===== config.mk =====
export PLATFORM = sky130hd
export DESIGN_NAME = dmem_arbiter_flat
export DESIGN_NICKNAME = d
export VERILOG_FILES = /design/src/rtl/dmem_arbiter_if.sv /design/src/rtl/dmem_arbiter.sv /design/src/flat_wrapper.sv
export SDC_FILE = /design/constraint.sdc
export NUM_CORES = 1
export LEC_CHECK = 0
export ABC_CLOCK_PERIOD_IN_PS = 2900
export BUFFER_PORTS_ARGS = -buffer_cell sky130_fd_sc_hd__clkbuf_2
export CORE_AREA = 3 3 202 204
export CTS_CLUSTER_SIZE = 28
export DETAILED_ROUTE_END_ITERATION = 16
export DIE_AREA = 0 0 205 207
export GPL_ROUTABILITY_DRIVEN = 0
export GPL_TIMING_DRIVEN = 0
export RECOVER_POWER = 25
export SLEW_MARGIN = 20
export SYNTH_ARGS = -nofsm -noshare
export SYNTH_HDL_FRONTEND = slang
export SYNTH_SLANG_ARGS = --single-unit

===== constraint.sdc =====
create_clock -name clk -period 2.9 [get_ports clk]
set_clock_uncertainty 0.2 [all_clocks]
set_input_delay 0.725 -clock clk [delete_from_list [all_inputs] [get_ports clk]]
set_output_delay 0.725 -clock clk [all_outputs]
set_load 0.005 [all_outputs]

===== src/rtl/dmem_arbiter_if.sv =====
// Requester-side bus of the data memory arbiter; one instance per master.
// The master modport is the requester's view, the slave modport is the arbiter's view.
interface dmem_arbiter_if;
   logic        req;
   logic        lock;
   logic [31:0] addr;
   logic        wr_en;
   logic [63:0] wdata;
   logic [7:0]  wmask;
   logic        gnt;
   logic        rvalid;
   logic [63:0] rdata;

   modport master (
      output req, lock, addr, wr_en, wdata, wmask,
      input  gnt, rvalid, rdata
   );

   modport slave (
      input  req, lock, addr, wr_en, wdata, wmask,
      output gnt, rvalid, rdata
   );
endinterface


===== src/rtl/dmem_arbiter.sv =====
// Round-robin arbiter sharing one 64-bit synchronous data RAM port between the
// processor load/store port (m0) and the loader/debug port (m1), with bounded lock bursts.
module dmem_arbiter #(
   parameter int MAX_BURST = 8,
   parameter int CNT_WID   = 4
) (
   input  logic                 clk,
   input  logic                 nrst,
   dmem_arbiter_if.slave        m0,
   dmem_arbiter_if.slave        m1,
   output logic [31:0]          mem_addr,
   output logic                 mem_wr_en,
   output logic [63:0]          mem_wdata,
   output logic [7:0]           mem_wmask,
   input  logic [63:0]          mem_rdata
);

   localparam logic [CNT_WID-1:0] BURST_MAX = CNT_WID'(MAX_BURST);

   typedef enum logic [1:0] {IDLE, OWN0, OWN1} state_t;

   state_t               state;
   state_t               own_sel;
   logic [CNT_WID-1:0]   beat_cnt;
   logic                 last_gnt;
   logic [1:0]           rd_pend_p1;
   logic                 idle_g0;
   logic                 idle_g1;
   logic                 gnt0;
   logic                 gnt1;
   logic                 gnt_any;
   logic                 gnt_lock;
   logic                 rvalid0;
   logic                 rvalid1;
   logic                 unused_addr_lsb;

   function automatic logic [CNT_WID-1:0] sat_inc(input logic [CNT_WID-1:0] c);
      if (c >= BURST_MAX)
         return BURST_MAX;
      return c + 1'b1;
   endfunction

   // Free arbitration: a lone requester wins, a tie goes to whoever was not served last.
   assign idle_g0 = m0.req & (~m1.req | last_gnt);
   assign idle_g1 = m1.req & (~m0.req | ~last_gnt);

   always_comb begin
      gnt0 = 1'b0;
      gnt1 = 1'b0;
      case (state)
         OWN0: begin
            if (m0.req) begin
               if (beat_cnt == BURST_MAX && m1.req)
                  gnt1 = 1'b1;
               else
                  gnt0 = 1'b1;
            end else begin
               gnt0 = idle_g0;
               gnt1 = idle_g1;
            end
         end
         OWN1: begin
            if (m1.req) begin
               if (beat_cnt == BURST_MAX && m0.req)
                  gnt0 = 1'b1;
               else
                  gnt1 = 1'b1;
            end else begin
               gnt0 = idle_g0;
               gnt1 = idle_g1;
            end
         end
         default: begin
            gnt0 = idle_g0;
            gnt1 = idle_g1;
         end
      endcase
      if (!nrst) begin
         gnt0 = 1'b0;
         gnt1 = 1'b0;
      end
   end

   assign gnt_any  = gnt0 | gnt1;
   assign gnt_lock = (gnt0 & m0.lock) | (gnt1 & m1.lock);
   assign own_sel  = gnt1 ? OWN1 : OWN0;

   always_comb begin
      mem_addr  = '0;
      mem_wr_en = 1'b0;
      mem_wdata = '0;
      mem_wmask = '0;
      if (gnt0) begin
         mem_addr  = {m0.addr[31:3], 3'b000};
         mem_wr_en = m0.wr_en;
         mem_wdata = m0.wdata;
         mem_wmask = m0.wmask;
      end else if (gnt1) begin
         mem_addr  = {m1.addr[31:3], 3'b000};
         mem_wr_en = m1.wr_en;
         mem_wdata = m1.wdata;
         mem_wmask = m1.wmask;
      end
   end

   // Stage p0 -> p1: control state and read-return tracking.
   always_ff @(posedge clk) begin
      if (!nrst) begin
         state      <= IDLE;
         beat_cnt   <= '0;
         last_gnt   <= 1'b1;
         rd_pend_p1 <= 2'b00;
      end else begin
         rd_pend_p1 <= {gnt1 & ~m1.wr_en, gnt0 & ~m0.wr_en};
         if (gnt_any)
            last_gnt <= gnt1;
         if (gnt_lock) begin
            state    <= own_sel;
            beat_cnt <= (state == own_sel) ? sat_inc(beat_cnt) : CNT_WID'(1);
         end else begin
            state    <= IDLE;
            beat_cnt <= '0;
         end
      end
   end

   // Stage p1: RAM data returns to whichever master issued the read.
   assign rvalid0   = rd_pend_p1[0] & nrst;
   assign rvalid1   = rd_pend_p1[1] & nrst;
   assign m0.gnt    = gnt0;
   assign m1.gnt    = gnt1;
   assign m0.rvalid = rvalid0;
   assign m1.rvalid = rvalid1;
   assign m0.rdata  = rvalid0 ? mem_rdata : '0;
   assign m1.rdata  = rvalid1 ? mem_rdata : '0;

   assign unused_addr_lsb = ^{m0.addr[2:0], m1.addr[2:0]};

endmodule


===== src/flat_wrapper.sv =====
// flat-port wrapper written by rule: the top's interface ports become plain ports
module dmem_arbiter_flat 
#(
   parameter int MAX_BURST = 8,
   parameter int CNT_WID   = 4
)
  (clk, nrst, mem_addr, mem_wr_en, mem_wdata, mem_wmask, mem_rdata, m0_req, m0_lock, m0_addr, m0_wr_en, m0_wdata, m0_wmask, m0_gnt, m0_rvalid, m0_rdata, m1_req, m1_lock, m1_addr, m1_wr_en, m1_wdata, m1_wmask, m1_gnt, m1_rvalid, m1_rdata);
  dmem_arbiter_if m0_i ();
  dmem_arbiter_if m1_i ();
  input  logic clk;
  input  logic nrst;
  output logic [31:0] mem_addr;
  output logic mem_wr_en;
  output logic [63:0] mem_wdata;
  output logic [7:0] mem_wmask;
  input  logic [63:0] mem_rdata;
  input wire logic [$bits(m0_i.req)-1:0] m0_req;
  input wire logic [$bits(m0_i.lock)-1:0] m0_lock;
  input wire logic [$bits(m0_i.addr)-1:0] m0_addr;
  input wire logic [$bits(m0_i.wr_en)-1:0] m0_wr_en;
  input wire logic [$bits(m0_i.wdata)-1:0] m0_wdata;
  input wire logic [$bits(m0_i.wmask)-1:0] m0_wmask;
  output wire logic [$bits(m0_i.gnt)-1:0] m0_gnt;
  output wire logic [$bits(m0_i.rvalid)-1:0] m0_rvalid;
  output wire logic [$bits(m0_i.rdata)-1:0] m0_rdata;
  input wire logic [$bits(m1_i.req)-1:0] m1_req;
  input wire logic [$bits(m1_i.lock)-1:0] m1_lock;
  input wire logic [$bits(m1_i.addr)-1:0] m1_addr;
  input wire logic [$bits(m1_i.wr_en)-1:0] m1_wr_en;
  input wire logic [$bits(m1_i.wdata)-1:0] m1_wdata;
  input wire logic [$bits(m1_i.wmask)-1:0] m1_wmask;
  output wire logic [$bits(m1_i.gnt)-1:0] m1_gnt;
  output wire logic [$bits(m1_i.rvalid)-1:0] m1_rvalid;
  output wire logic [$bits(m1_i.rdata)-1:0] m1_rdata;
  assign m0_i.req = m0_req;
  assign m0_i.lock = m0_lock;
  assign m0_i.addr = m0_addr;
  assign m0_i.wr_en = m0_wr_en;
  assign m0_i.wdata = m0_wdata;
  assign m0_i.wmask = m0_wmask;
  assign m0_gnt = m0_i.gnt;
  assign m0_rvalid = m0_i.rvalid;
  assign m0_rdata = m0_i.rdata;
  assign m1_i.req = m1_req;
  assign m1_i.lock = m1_lock;
  assign m1_i.addr = m1_addr;
  assign m1_i.wr_en = m1_wr_en;
  assign m1_i.wdata = m1_wdata;
  assign m1_i.wmask = m1_wmask;
  assign m1_gnt = m1_i.gnt;
  assign m1_rvalid = m1_i.rvalid;
  assign m1_rdata = m1_i.rdata;
  dmem_arbiter #(.MAX_BURST(MAX_BURST), .CNT_WID(CNT_WID)) u_core (.clk(clk), .nrst(nrst), .m0(m0_i), .m1(m1_i), .mem_addr(mem_addr), .mem_wr_en(mem_wr_en), .mem_wdata(mem_wdata), .mem_wmask(mem_wmask), .mem_rdata(mem_rdata));
endmodule

==> summary by stage <==
Status
The run finished, with violations left. The checks that failed: negative setup slack.

Route
The final wirelength is 26300 um. Wire segments on met2 add up to 12600 um in the final route. In the routed layout, each cell is associated on average with a via count of 3.88. The met1 routed wirelength after detailed routing is 10100 um. The antenna violation net count after detailed routing is 0. Signal routing reaches up to met5. The total number of vias is 6343. The detailed-router iteration count before antenna repair is 5. The DRC marker count from the first detailed-route iteration is 416.

After detailed routing, the average wire length per cell comes to 16.1 um. The final routed DRC violation total is 0. The routed length on met3 is 2710 um.

Synth
The portion of the post-synthesis area used by sequential elements is 6.05%. and3_1 takes more of the synthesized area than any other cell. After synthesis, the share of flip-flops with an asynchronous set or reset is 0%.

The number of different library cells in the post-synthesis netlist is 36. For this run, the leading register cell type out of synthesis is dfxtp_1. Of the post-synthesis cell area, the dominant cell type holds 27.3%. The mean instance size in the synthesized netlist is 5.31 um2. By area the synthesized netlist is led by and3_1 (27%), nand2_1 (26%), o21ai_0 (9.2%). After synthesis the netlist holds a flip-flop and latch count of 9. The cell area after synthesis is 2980 um2. Counting flops with a built-in enable in the synthesized netlist gives 0.

The number of warnings reported in the yosys synthesis log is 0. Counting every instance in the synthesized netlist gives 561.

Clocking
The later-pin clock latency in the skew report is 240 ps. The number of hold-repair buffers added at the cts stage is 0. TritonCTS created 3 clock buffers.

Counting every sink on the clock net gives 9. The clock tree from TritonCTS is yes. The cell chosen for the clock root is clkbuf_16. The clock transition at the register clock pins on the worst setup and hold paths after CTS is 40 ps. The largest buffer count on any clock path is 2. The count of H-tree levels built during CTS is 1.

Floorplan
The initial utilization of the core area, before any placement, comes to 7.55%. The floorplan core area is 39500 um2. The die covers 42400 um2.

The die is 205 um wide. The die height is 207 um. Row generation in the floorplan step produced 73 rows. 517 I/O pins were placed.

Critical path
The top fanout value on the critical path is 7. By startpoint and endpoint, the worst setup path is classified as in2out. The data required time of the worst path is 1980 ps. STA classifies the critical path endpoint as an output pin. STA puts the critical path data arrival time at 2320 ps. STA classifies the critical path startpoint as an input port.

Place
The placement-stage worst setup slack is -1410 ps. The number of placed instances with taps included is 1594. Once detailed placement completed, the half-perimeter wirelength came to 21000 um.

During placement, the flow inserted port buffers numbering 506. The area of placed instances is 6180 um2.

Power and ir drop
Power spread over the standard cell area amounts to 188 nW/um2. The static leakage is 4.55 nW. The maximum VDD drop is 87.5 uV.

STA
The number of hold violations in the final report is 0. The final number of max-transition violations is 0. The post-route fraction of the period consumed by the critical path is 112%. The final worst-path setup slack is -347 ps.

In this run the tightest slew margin relative to its limit is 59.0%. The fmax is 308 MHz. Summed over all failing endpoints, the final setup total negative slack is -29300 ps. The shortest period the worst path allows is 3250 ps. The number of setup violations in the final report is 104.

Setup repair after global routing could not meet its margin everywhere. The pin slew with the least headroom to its limit is 614 ps.

Job
The max-cap check violation count is 0.

Global routing
The initial antenna violation count is 6. The wire length of the first global-routing pass is 35700 um. The number of global-route vias before repair is 5894.

Entering global routing, the biggest net connects 11 pins. The global-route usage over all layers is 11.1%. For this run the aggregate overflow at the end of global routing stands at 0.

Finish
The area growth from synthesis to final layout is 160%. The number of nets in the final layout is 1395. The number of cells in the finished layout apart from fillers is 1636.

The finished cells cover 7750 um2. The fraction of layout instances using a drive strength above 1 is 63.6%.

Min path
The min-delay analysis places its worst path in the category reg2reg.
==> power by group <==
group / total (mW) / switching [mW] / internal (mW)
Combinational: 1.08 / 0.529 / 0.547
Sequential: 0.134 / 0.00420 / 0.130
Clock: 0.251 / 0.0683 / 0.182
==> cell usage in the layout (no fill, tap or decap), types with 3 or more instances in the layout <==
cell type  synthesis  layout
and3_1           130     130
buf_12             0      14
buf_16             0       4
buf_2              8      48
buf_4              8      17
buf_6              7       9
buf_8              0      15
clkbuf_1          42      19
clkbuf_16          0      15
clkbuf_2           0     464
clkbuf_4           0       3
conb_1             1       3
dfxtp_1            9       5
dfxtp_2            0       4
ha_4               0       3
inv_1              7       4
nand2_1          210     158
nand2_2            0      35
nand2_4            0      17
nor2_1             5       5
o21ai_1           47      59
o21ai_2            0      35
o21ai_4            0       8
==> final timing paths <==
kind	startpoint	to	slack (ps)	depth (start not counted)
worst max-delay path	m0_req	mem_wdata[30]	-350	10
worst min register to register	u_core.last_gnt	u_core.last_gnt	320	2
worst min-delay path	u_core.last_gnt	u_core.last_gnt	320	2
worst max register to register	u_core.state[0]	u_core.beat_cnt[0]	430	13
==> Yosys cell counts, drive strengths merged (2+ instances only) <==
master	instances
a21boi	2
and2	2
and3	130
buf	23
clkbuf	42
dfxtp	9
ha	4
inv	7
nand2	210
nand3b	2
nor2	5
nor3	3
nor4	2
o211ai	2
o21ai	102
==> routing by layer <==
metal / GRT usage, % / vias to the layer above
li1: - / 3004
met1: 13.3 / 2875
met2: 18.8 / 396
met3: 3.32 / 60
met4: 3.65 / 8
met5: 0 / -
==> flip-flops by register name, indices dropped and copies added (netlist names) <==
signal	flops
u_core.last_gnt	1
u_core.state	2
u_core.rd_pend_p1	2
u_core.beat_cnt	4
==> logic make-up (layout without fill, tap and decap cells) <==
logic type,Yosys count,after routing,synth area share [%]
AND/OR/NAND/NOR,356,356,57.3
AO/OA/AOI/OAI,116,116,21.7
buffers and inverters,73,620,12.3
flip-flops,9,9,6.05
adder cells (fa/ha/maj),4,4,1.68
other,1,4,0.126
XOR/XNOR,1,1,0.294
multiplexers,1,1,0.504
==> through the flow <==
step                power (mW)  utilization (%)  hold slack, ps
finish                    1.46             19.7             319
global route              1.56             19.6             339
CTS                       1.38             18.4             316
detailed placement       0.892             15.7             299
global placement         0.881             15.7             301
floorplan                0.432                -             274
==> repair_timing <==
item,CTS,global route
pin swaps,23,44
gates resized for setup,224,150
gates cloned,9,6
endpoints found under the hold margin,0,0
setup endpoints to repair,196,147
buffers inserted,22,4
==> worst max-delay path: stages <==
cell	delay, ps
buf_8	100
a21boi_2	140
mux2_4	270
o31a_1	300
clkinv_4	110
buf_12	160
buf_12	150
nand2_4	50
o21ai_4	150
buf_2	140
==> layout make-up <==
class,count,area (um2)
buffer,63,661
multi-input combinational,481,2930
tap,525,657
antenna,1,2.50
sequential,9,185
inverter,8,37.5
timing repair buffer,545,3200
clock buffer,3,75.1
fill,4470,31700
clock inverter,1,5.00
(Power assumes the default switching activity.)
